==> config.mk <==
export PLATFORM = sky130hd
export DESIGN_NAME = pc_fetch_sequencer
export DESIGN_NICKNAME = d
export VERILOG_FILES = /design/src/rtl/pc_fetch_pkg.sv /design/src/rtl/pc_fetch_sequencer.sv
export SDC_FILE = /design/constraint.sdc
export NUM_CORES = 1
export LEC_CHECK = 0
export BUFFER_PORTS_ARGS = -buffer_cell sky130_fd_sc_hd__buf_2
export CAP_MARGIN = 20
export CORE_UTILIZATION = 25
export CTS_BUF_LIST = sky130_fd_sc_hd__clkbuf_8 sky130_fd_sc_hd__clkbuf_16
export DETAILED_ROUTE_END_ITERATION = 10
export GPL_TIMING_DRIVEN = 0
export MAX_ROUTING_LAYER = met4
export PLACE_DENSITY = 0.47
export REMOVE_ABC_BUFFERS = 1
export SYNTH_ARGS = -nofsm -noshare
export SYNTH_HDL_FRONTEND = slang
export SYNTH_SLANG_ARGS = --single-unit
==> constraint.sdc <==
create_clock -name clk -period 1.6 [get_ports clk]
set_input_delay 0.32 -clock clk [delete_from_list [all_inputs] [get_ports clk]]
set_output_delay 0.32 -clock clk [all_outputs]
set_load 0.01 [all_outputs]
==> src/rtl/pc_fetch_pkg.sv <==
// Shared definitions for the PC / instruction fetch sequencer.
//  - fetch_state_e : sequencer FSM states (idle, fetch outstanding, instruction held)
//  - Def*          : default parameter values for pc_fetch_sequencer
package pc_fetch_pkg;

  localparam int unsigned DefAddrW   = 16;
  localparam int unsigned DefInstrW  = 32;
  localparam logic [15:0] DefResetPc = 16'h0000;
  localparam int unsigned DefInc     = 4;

  typedef enum logic [1:0] {
    StIdle  = 2'd0,
    StFetch = 2'd1,
    StHold  = 2'd2
  } fetch_state_e;

endpackage

==> src/rtl/pc_fetch_sequencer.sv <==
// Program counter owner and instruction fetch sequencer for the single-cycle core.
//
// Ports:
//  clk, rst_n      clock (rising edge), asynchronous active-low reset
//  branch_taken    1-cycle redirect pulse from execute
//  pc_src          PC mux select (1 = branch target), equal to branch_taken
//  pc_inc          pc + INC, feeds mux input a
//  next_pc         PC mux output, loaded into pc on branch or accepted fetch
//  imem_req/addr   fetch request and address (address held until imem_ack)
//  imem_ack/rdata  fetch completion and returned instruction
//  instr_valid/ready, instr_out, instr_pc
//                  valid/ready handoff of the held instruction to decode
//  pc              architectural PC (next address to fetch)
//
// The PC-source mux is external; this block only drives its select and input a.
module pc_fetch_sequencer
  import pc_fetch_pkg::*;
#(
  parameter int unsigned       ADDR_W   = DefAddrW,
  parameter int unsigned       INSTR_W  = DefInstrW,
  parameter logic [ADDR_W-1:0] RESET_PC = ADDR_W'(DefResetPc),
  parameter int unsigned       INC      = DefInc
) (
  input  logic               clk,
  input  logic               rst_n,
  input  logic               branch_taken,
  output logic               pc_src,
  output logic [ADDR_W-1:0]  pc_inc,
  input  logic [ADDR_W-1:0]  next_pc,
  output logic               imem_req,
  output logic [ADDR_W-1:0]  imem_addr,
  input  logic               imem_ack,
  input  logic [INSTR_W-1:0] imem_rdata,
  output logic               instr_valid,
  input  logic               instr_ready,
  output logic [INSTR_W-1:0] instr_out,
  output logic [ADDR_W-1:0]  instr_pc,
  output logic [ADDR_W-1:0]  pc
);

  fetch_state_e       state_q, state_d;
  logic [ADDR_W-1:0]  pc_q, pc_d;
  logic [ADDR_W-1:0]  addr_q, addr_d;
  logic               squash_q, squash_d;
  logic               valid_q, valid_d;
  logic [INSTR_W-1:0] instr_q, instr_d;
  logic [ADDR_W-1:0]  ipc_q, ipc_d;

  always_ff @(posedge clk or negedge rst_n) begin
    if (!rst_n) begin
      state_q  <= StIdle;
      pc_q     <= RESET_PC;
      addr_q   <= RESET_PC;
      squash_q <= 1'b0;
      valid_q  <= 1'b0;
      instr_q  <= '0;
      ipc_q    <= '0;
    end else begin
      state_q  <= state_d;
      pc_q     <= pc_d;
      addr_q   <= addr_d;
      squash_q <= squash_d;
      valid_q  <= valid_d;
      instr_q  <= instr_d;
      ipc_q    <= ipc_d;
    end
  end

  always_comb begin
    state_d  = state_q;
    pc_d     = pc_q;
    addr_d   = addr_q;
    squash_d = squash_q;
    valid_d  = valid_q;
    instr_d  = instr_q;
    ipc_d    = ipc_q;

    // A branch redirects the PC regardless of where the fetch FSM is.
    if (branch_taken) begin
      pc_d = next_pc;
    end

    unique case (state_q)
      StIdle: begin
        state_d = StFetch;
        addr_d  = branch_taken ? next_pc : pc_q;
      end

      StFetch: begin
        if (imem_ack) begin
          if (squash_q || branch_taken) begin
            // Stale data: drop it and reissue immediately from the redirected PC.
            squash_d = 1'b0;
            addr_d   = branch_taken ? next_pc : pc_q;
          end else begin
            instr_d = imem_rdata;
            ipc_d   = addr_q;
            valid_d = 1'b1;
            pc_d    = next_pc;  // mux selects pc_inc when no branch
            state_d = StHold;
          end
        end else if (branch_taken) begin
          // Address must stay stable until ack, so remember to discard the response.
          squash_d = 1'b1;
        end
      end

      StHold: begin
        if (branch_taken) begin
          valid_d = 1'b0;
          addr_d  = next_pc;
          state_d = StFetch;
        end else if (instr_ready) begin
          valid_d = 1'b0;
          addr_d  = pc_q;
          state_d = StFetch;
        end
      end

      default: state_d = StIdle;
    endcase
  end

  assign pc_src      = branch_taken;
  assign pc_inc      = pc_q + ADDR_W'(INC);
  assign imem_req    = (state_q == StFetch);
  assign imem_addr   = addr_q;
  assign instr_valid = valid_q;
  assign instr_out   = instr_q;
  assign instr_pc    = ipc_q;
  assign pc          = pc_q;

endmodule
==> Word-level counts from Yosys, hierarchy flattened <==
Cells that the tools add are included.
{ "word_totals": {"register_bits": 84, "latchBits": 0, "ramBits": 0, "rom_bits": 0, "output_inout_bits": 99, "mem_count": 0} }
{ "op_classes": {"n_addsub": 1, "n_mul": 0, "div": 0, "n_lt_le_gt_ge": 0, "eq_ne": 7, "shift": 0, "n_mux": 22, "n_bitwise": 1, "n_reduce_logical": 10} }
{ "ops": {"columns": ["operator", "count"], "rows": [
  ["16-bit two-way mux", 8],
  ["16-bit one-hot mux with 3 select lines", 1],
  ["16-bit by 3-bit adder with 16-bit output (second input constant)", 1],
  ["3-bit AND reduction", 3],
  ["2-bit two-way mux", 4],
  ["4-bit AND reduction", 2],
  ["1-bit two-way mux", 7],
  ["2-bit by 1-bit != test with 1-bit output (second input constant)", 3],
  ["2-bit one-hot mux with 3 select lines", 1],
  ["2-bit nonzero test", 2],
  ["3-bit != test (second input constant)", 1],
  ["3-bit nonzero test", 1],
  ["2-bit by 1-bit == test with 1-bit output (second input constant)", 1],
  ["2-bit == test (second input constant)", 1],
  ["2-bit zero test", 1],
  ["2-bit != test (second input constant)", 1],
  ["1-bit one-hot mux with 2 select lines", 1],
  ["1-bit logical OR", 1],
  ["1-bit NOT", 1]
]} }

==> Logic depth before layout (Yosys ltp) <==
Gate-level depths: netlist of the first run.
{ "logic_depth": {"word_depth": 4, "ltp_mapped": 6} }

==> Least setup slack after synthesis of the first run <==
No wires, ideal clock.
{ "synth_path": {"path_kind": "reg2out", "startpoint": "register pc_q[4] (netlist: pc[4])", "endpoint": "output pc_inc[10]", "arrival_time_ns": 1.281, "path_slack_ns": -0.001, "path_stages_with_launch": 5, "path_buffers": 1, "cell_sequence": "dfrtp_1 and4_1 clkbuf_1 nand4_1 xnor2_1"} }
{ "synth_via": {"elab_chain_len": 1} }
{ "synth_lines": {"columns": ["element", "line_no", "text"], "rows": [
  ["from (decl)", "pc_fetch_sequencer.sv:42", "logic [ADDR_W-1:0] pc_q, pc_d;"],
  ["from (signal assigned)", "pc_fetch_sequencer.sv:60", "pc_q <= pc_d;"],
  ["16-bit by 3-bit adder with 16-bit output", "pc_fetch_sequencer.sv:125", "assign pc_inc = pc_q + ADDR_W'(INC);"],
  ["to (decl)", "pc_fetch_sequencer.sv:28", "output logic [ADDR_W-1:0] pc_inc,"]
]} }
No other way between the ends.

==> Final worst setup path of the first run <==
{ "layout_path": {"startpoint": "register pc_q[6] (netlist: pc[6])", "endpoint": "output pc_inc[12]"} }
The elaborated chain is that of the path after synthesis.

==> flow_summary.ini, run 1 <==
[logic_synthesis]
ys_ff_latch = 84
ys.flop_type = dfrtp_1
synth_warnings = 0
synth_cell_type_count = 29
syn_inst = 245
async_flop_share_pct = 100
syn_area_per_cell_sq_um = 15.0
syn_area_sq_um = 3680
synth_seq_area_share_pct = 57.1
synth_edf_count = 0

[clocking]
cts_max_path_buffers = 2
cts_max_level = 3
numCtsBuffers = 9
cts_tree = done
cts_root_buf = clkbuf_16
clk_pin_slew_worst_paths_ps = 60
clock_latency_ps = 340
cts_sinks = 84

[critical_path]
critPathSlowestCell = dfrtp_2
slowest_delay_ps = 370
critPathRequiredTime_ps = 1280
crit_type = flip-flop to output port
crit_fanout = 8
setup.worst_path.end_class = output port
cp_cell_sequence = and4_4, buf_4, nand3_2, xnor2_1, buf_2
arrival_ps = 1490
crit_path_start_kind = flip-flop
path_delay_family = flip-flops
worst-path-buf-inv = 2

[sta]
fin_crit_sh_pct = 113
rsz0062_at_grt = yes
hold_viol = 0
fin_hold_ws_ps = 203
relSlewSlack_pct = 66.0
timing.fmax_mhz = 553
layout_min_cycle_time_ps = 1810
setup_violations = 12
timing.final.ws_setup_ps = -209
drv_slew = 0
finalClockSkew_ps = 5.16
worstMarginPinSlew_ps = 510
tns_ps = -1530

[placed_design]
placedInstanceArea_sq_um = 4600
pre_cts_slack_ps = -1050
place_inst = 562
place_congestion = 0.670
numPortBuffers = 151
dpl.hpwl_um = 6120

[detailed_routing]
postRouteAntennaNets = 0
wl_per_cell_um = 15.8
vias = 2657
dr.pass1.iters = 4
wl_um = 9610
drt_iter0_drc = 66
drc_errors = 0
viasPerCell = 4.36

[die]
rows = 43
fp.coreArea_sq_um = 14100
ioPinCount = 152
initial_core_util_pct = 26.1
die_y_um = 123
dieArea_sq_um = 15200
die_width_um = 123

[global_routing]
grt-ovfl-total = 0
grt_max_degree = 50
grt_pass1_vias = 2676
busiest_layer = met2
use_met2_pct = 20.8
grtUsageMet1_pct = 16.7
grt_use_met3_pct = 4.57
grt_pass1_wl_um = 14600
antenna_found_initial = 0
grt_use_total_pct = 13.7

[final_layout]
fillers = 1404
antenna_cells = 0
syn2layout_area_growth_pct = 42.8
layout-drive-gt1-share_pct = 74.6
finalNonFillerCells = 609
final_area_sq_um = 5250
fin_nets = 478
final_core_util_pct = 37.3

[power_and_ir_drop]
power_mw = 8.94
leakage_nw = 2.50
power_frac_seq_pct = 40.0
swShare_pct = 33.0
p_sw_mw = 2.95
ir_drop_v = 0.000757
p_int_mw = 5.99
power_frac_clock_pct = 21.0
combPwrFrac_pct = 39.0
powerDensity_nw_per_um2 = 1700

[run_status]
outcome = finished, violations left
violations = negative setup slack

[min_path]
hold_class = primary input to flip-flop

[run]
drv_cap = 0
layer usage:
| layer | wire length (um) | vias to the layer above | share of wire, % |
|---|---|---|---|
| li1 | - | 1233 | - |
| met1 | 4220 | 1329 | 44 |
| met2 | 4710 | 83 | 49 |
| met3 | 520 | 12 | 5.4 |
| met4 | 157 | 0 | 1.6 |
| met5 | 0 | - | 0 |
what timing repair did:
item                                    in CTS  in global routing
gates resized for setup                     29                  7
hold buffers                                 1                  0
cloned                                       2                  0
endpoints found under the hold margin       35                  0
buffers inserted                            21                  7
pin swaps                                   16                  8
endpoints found under the setup margin      94                 37
cells in the final DEF (no fill, tap or decap), drive strengths merged, types with 2 or more instances in the layout:
cell type  synthesis  final
clkinv             0      5
nor2               3      3
nand2              4      5
clkbuf             4      9
o21ai              2      2
a22oi              2      2
xnor2             11     11
mux2              95     95
and2               2      2
a21oi              3      3
inv                2      4
and3               2      2
buf               12    182
nand4              5      5
and4               2      2
nand3              4      4
dfrtp             84     84
state kept, by name, summed over array words and instances, names as in the netlist:
register     flops
imem_addr       16
instr_pc        16
instr_valid      1
state_q          2
squash_q         1
pc              16
instr_out       32
cell families after synthesis:
family	Yosys count	share of synthesized area, %
multiplexers	95	30.0
flip-flops	84	57.1
adder cells (fa/ha/maj)	1	0.340
AND/OR/NAND/NOR	25	4.18
XOR/XNOR	12	2.86
AO/OA/AOI/OAI	10	2.21
buffers and inverters	18	3.27
cells in the mapped netlist, drive strengths merged, types with 3 or more instances:
master,number,area [sq um]
nor2,3,11.3
dfrtp,84,2100
nand4,5,31.3
mux2,95,1100
clkbuf,4,15.0
nand3,4,20.0
xnor2,11,96.3
nand2,4,17.5
buf,12,97.6
a21oi,3,15.0
path summary, 6_finish.rpt:
check	startpoint	to	slack, ps	depth (start not counted)
min reg2reg	instr_out[16]	instr_out[16]	500	1
max	pc[6]	pc_inc[12]	-210	5
max in group asynchronous	rst_n	instr_out[19]	490	3
min	imem_rdata[26]	instr_out[26]	200	2
max reg2reg	state_q[0]	pc[6]	70	5
min in group asynchronous	rst_n	instr_pc[11]	490	2
power groups by stage:
| stage | Sequential (mW) | Clock, mW | Combinational [mW] |
|---|---|---|---|
| final | 3.58 | 1.87 | 3.49 |
| after CTS | 3.59 | 1.96 | 3.48 |
| after floorplan | 4.01 | 0 | 1.32 |
| after global routing | 3.71 | 2.05 | 3.80 |
| after detailed placement | 3.65 | 0 | 3.14 |
| after global placement | 3.59 | 0 | 3.12 |
cell type report:
cell class | instances | area (sq um) | area share (%)
inverters | 2 | 7.51 | 0.143
clock inverters | 7 | 36.3 | 0.691
repair buffers | 183 | 1100 | 20.9
flip-flops and latches | 84 | 2120 | 40.3
clock buffers | 9 | 225 | 4.29
multi-input cells | 144 | 1540 | 29.3
well taps | 180 | 225 | 4.29
Power figures use the tool's default switching activity.
==> run 2: changes to the inputs <==
Settings changed: BUFFER_PORTS_ARGS -buffer_cell sky130_fd_sc_hd__buf_2 to -buffer_cell sky130_fd_sc_hd__buf_4.
==> flow_summary.ini, run 2 (synthesis results as in run 1) <==
[sta]
timing.fmax_mhz = 559
fin_crit_sh_pct = 112
worstMarginPinSlew_ps = 385
tns_ps = -1370
rsz0062_at_grt = yes
hold_viol = 0
layout_min_cycle_time_ps = 1790
setup_violations = 12
drv_slew = 0
finalClockSkew_ps = 3.87
timing.final.ws_setup_ps = -187
relSlewSlack_pct = 74.3

[final_layout]
layout-drive-gt1-share_pct = 73.6
final_core_util_pct = 39.9
final_common_cell = buf_4
layout_common_cells = buf_4, mux2_2, dfrtp_1, dfrtp_2
antenna_cells = 0
largest_register_ffs = 32
fin_nets = 471
syn2layout_area_growth_pct = 52.7

[global_routing]
grt_use_total_pct = 13.4
grt_pass1_wl_um = 14400
grt_pass1_vias = 2685
grt_max_degree = 65
grt-ovfl-total = 0
antenna_found_initial = 0

[min_path]
hold_depth = 2
hold_class = primary input to flip-flop

[critical_path]
cp_cell_sequence = and4_4, buf_4, nand3_4, xnor2_2, buf_4
setup.worst_path.end_class = output port
crit_fanout = 8
reg2regPathDepth = 5
arrival_ps = 1470
crit_type = flip-flop to output port
critPathSlowestCell = dfrtp_2
critPathRequiredTime_ps = 1280
crit_path_start_kind = flip-flop
slowest_delay_ps = 370
crit_path_frequent_cell = buf_4

[detailed_routing]
postRouteAntennaNets = 0
dr.pass1.iters = 4
wl_per_cell_um = 15.5
wl_um = 9290
drc_errors = 0
vias = 2605
viasPerCell = 4.33
drt_iter0_drc = 51

[clocking]
clock_latency_ps = 340
cts_root_buf = clkbuf_16
cts_max_path_buffers = 2
cts_max_level = 3
cts_sinks = 84
clk_pin_slew_worst_paths_ps = 60
numCtsBuffers = 9
cts_tree = done

[run_status]
outcome = finished, violations left
violations = negative setup slack

[placed_design]
place_congestion = 0.670
numPortBuffers = 151
pre_cts_slack_ps = -819
dpl.hpwl_um = 6190

[die]
ioPinCount = 152
die_y_um = 123
fp.coreArea_sq_um = 14100
rows = 43
die_width_um = 123
initial_core_util_pct = 26.1
dieArea_sq_um = 15200

[power_and_ir_drop]
leakage_nw = 2.62
powerDensity_nw_per_um2 = 1730
ir_drop_v = 0.000862

[run]
drv_cap = 0
run 2: changes by cell type in the layout (fill, tap and decap cells not counted), sizes merged:
cell,delta
clkinv,-5
bufinv,+1
nand2,-1
buf,-6
clkbuf,+3
run 2: through the flow:
stage | cells | cell area (sq um) | hold WS, ps | total power [mW]
detailed placement | 562 | 4970 | 234 | 7.40
finish | 601 | 5620 | 203 | 9.73
floorplan | 229 | 3570 | 24.4 | 5.33
global route | 601 | 5620 | 189 | 10.4
CTS | 597 | 5560 | 178 | 9.88
global placement | 560 | 4920 | 490 | 7.33
run 2: final timing paths:
kind                                   start            to  slack (ps)
min in group asynchronous              rst_n  instr_pc[10]         410
max in group asynchronous              rst_n        pc[12]         530
worst max-delay path                   pc[5]    pc_inc[12]        -190
worst min register to register  instr_pc[12]  instr_pc[12]         500
worst min-delay path             instr_ready    state_q[1]         200
worst max register to register    state_q[0]        pc[10]          60
run 2: critical path, delay by kind of cell (launching register included):
family / cells / cell delay, ps
and+or+nand+nor: 2 / 350
buffers and inverters: 2 / 290
xor gates and xnor gates: 1 / 130
DFF: 1 / 370
run 2: routing by layer:
metal  track usage [%]  vias up  wire [um]
met1              15.7     1294       3920
met2              21.4       93       4670
li1                  -     1210          -
met3              4.80        8        591
met4              3.92        0        108
met5                 -        -          0
run 2: layout make-up:
type	instances	area [sq um]
repair buffers	177	1420
clock buffers	12	267
inverters	2	7.51
well taps	180	225
multi-input cells	143	1550
clock inverters	3	37.5
fillers	1409	8480
flip-flops and latches	84	2110
run 2: timing repair:
| action | in CTS | in global routing |
|---|---|---|
| setup endpoints to repair | 94 | 13 |
| hold buffers | 1 | 0 |
| pin swaps | 7 | 7 |
| setup buffers | 19 | 5 |
| endpoints found under the hold margin | 20 | 0 |
| gates resized for setup | 29 | 5 |
run 2: power breakdown:
group	internal (mW)	leakage [nW]	total (mW)	switching (mW)
combinational	2.44	1.48	4.01	1.57
clock	1.32	0.157	2.11	0.793
sequential	3.04	0.979	3.61	0.568
==> run 3: changes to the inputs <==
Settings changed: CORE_ASPECT_RATIO set to 1.25, TNS_END_PERCENT set to 100.
==> flow_summary.ini, run 3 (synthesis results as in run 1) <==
[final_layout]
syn2layout_area_growth_pct = 52.5
largest_register_ffs = 32
finalNonFillerCells = 602
fillers = 1392
final_core_util_pct = 38.9
final_common_cell = buf_4
layout_common_cells = buf_4, mux2_2, dfrtp_1, dfrtp_2
fin_nets = 473
final_area_sq_um = 5610
layout-drive-gt1-share_pct = 74.1
antenna_cells = 0

[sta]
relSlewSlack_pct = 60.0
drv_slew = 0
tns_ps = -1210
worstMarginPinSlew_ps = 600
timing.final.ws_setup_ps = -153
finalClockSkew_ps = 6.22
hold_viol = 0
rsz0062_at_grt = yes
fin_crit_sh_pct = 110
setup_violations = 11
timing.fmax_mhz = 570
layout_min_cycle_time_ps = 1750

[die]
die_width_um = 110
dieArea_sq_um = 15200
fp.coreArea_sq_um = 14400
initial_core_util_pct = 25.5
ioPinCount = 152
rows = 49
die_y_um = 138

[global_routing]
grt_use_total_pct = 13.5
grt_pass1_vias = 2757
grt-ovfl-total = 0
antenna_found_initial = 0
grt_max_degree = 44
grt_pass1_wl_um = 15100

[critical_path]
arrival_ps = 1430
setup.worst_path.end_class = output port
critPathRequiredTime_ps = 1280
slowest_delay_ps = 360
crit_type = flip-flop to output port
crit_path_start_kind = flip-flop
critPathSlowestCell = dfrtp_2
cp_cell_sequence = and4_4, nand4_1, xnor2_1, buf_4
crit_fanout = 8

[power_and_ir_drop]
leakage_nw = 2.61
ir_drop_v = 0.000776
powerDensity_nw_per_um2 = 1740

[clocking]
cts_max_level = 3
clock_latency_ps = 340
numCtsBuffers = 9
clk_pin_slew_worst_paths_ps = 60
cts_max_path_buffers = 2
cts_tree = done
cts_root_buf = clkbuf_16
cts_sinks = 84

[detailed_routing]
wl_um = 9630
drc_errors = 0
drt_iter0_drc = 77
vias = 2636
wl_per_cell_um = 16.0
postRouteAntennaNets = 0
viasPerCell = 4.38
dr.pass1.iters = 3

[run_status]
outcome = finished, violations left
violations = negative setup slack

[placed_design]
dpl.hpwl_um = 6360
pre_cts_slack_ps = -754
numPortBuffers = 151
placedInstanceArea_sq_um = 4970
place_inst = 560
place_congestion = 0.773

[run]
drv_cap = 0

[min_path]
hold_class = primary input to flip-flop
==> run 3: cell count changes in the layout (fill, tap and decap cells not counted), moves of 2 or more <==
cell        change
clkbuf_8        -2
buf_4           +2
clkinvlp_4      +3
nand2_4         +2
==> run 3: power by group <==
group | switching, mW | internal (mW) | leakage, nW
combinational | 1.58 | 2.44 | 1.49
clock | 0.874 | 1.25 | 0.142
sequential | 0.594 | 3.04 | 0.978
total | 3.05 | 6.73 | 2.61
==> run 3: layer usage <==
metal	wire (um)	track usage [%]
met3	477	3.83
met4	119	4.89
met5	0	-
met2	4800	21.5
met1	4230	16.3
==> run 3: what timing repair did <==
item,4_1_cts,5_1_grt
pin swaps,10,12
gates cloned,1,0
hold endpoints to repair,6,0
gates resized for setup,26,8
hold buffers,1,0
endpoints found under the setup margin,95,24
setup buffers,19,5
==> run 3: critical path: cells and delay by family, from the launching register on <==
family | cells | cell delay (ps)
flip-flops | 1 | 360
buffers and inverters | 1 | 150
XOR/XNOR | 1 | 180
AND/OR/NAND/NOR | 2 | 400
==> run 3: metrics by stage <==
stage | hold WS (ps) | power (mW)
2_1_floorplan | 24.4 | 5.33
3_3_place_gp | 491 | 7.35
3_5_place_dp | 363 | 7.42
4_1_cts | 163 | 9.90
5_1_grt | 187 | 10.4
6_report | 180 | 9.78
==> run 3: worst paths after layout <==
| kind | startpoint | to | slack, ps | cells after the start |
|---|---|---|---|---|
| worst max-delay path | pc[6] | pc_inc[13] | -150 | 4 |
| worst min-delay path | instr_ready | state_q[1] | 180 | 2 |
| worst max register to register | state_q[0] | instr_pc[15] | 80 | 5 |
| worst min register to register | instr_valid | instr_valid | 500 | 2 |
| max in group asynchronous | rst_n | pc[13] | 450 | 3 |
| min in group asynchronous | rst_n | instr_pc[9] | 520 | 2 |
==> run 3: area by class of cell <==
class | instances | area (sq um) | share of cell area, %
Clock buffer | 10 | 239 | 4.26
Clock inverter | 6 | 65.1 | 1.16
Timing Repair Buffer | 178 | 1410 | 25.2
Inverter | 2 | 7.51 | 0.134
Tap cell | 178 | 223 | 3.97
Multi-Input combinational cell | 144 | 1550 | 27.6
Sequential cell | 84 | 2120 | 37.7
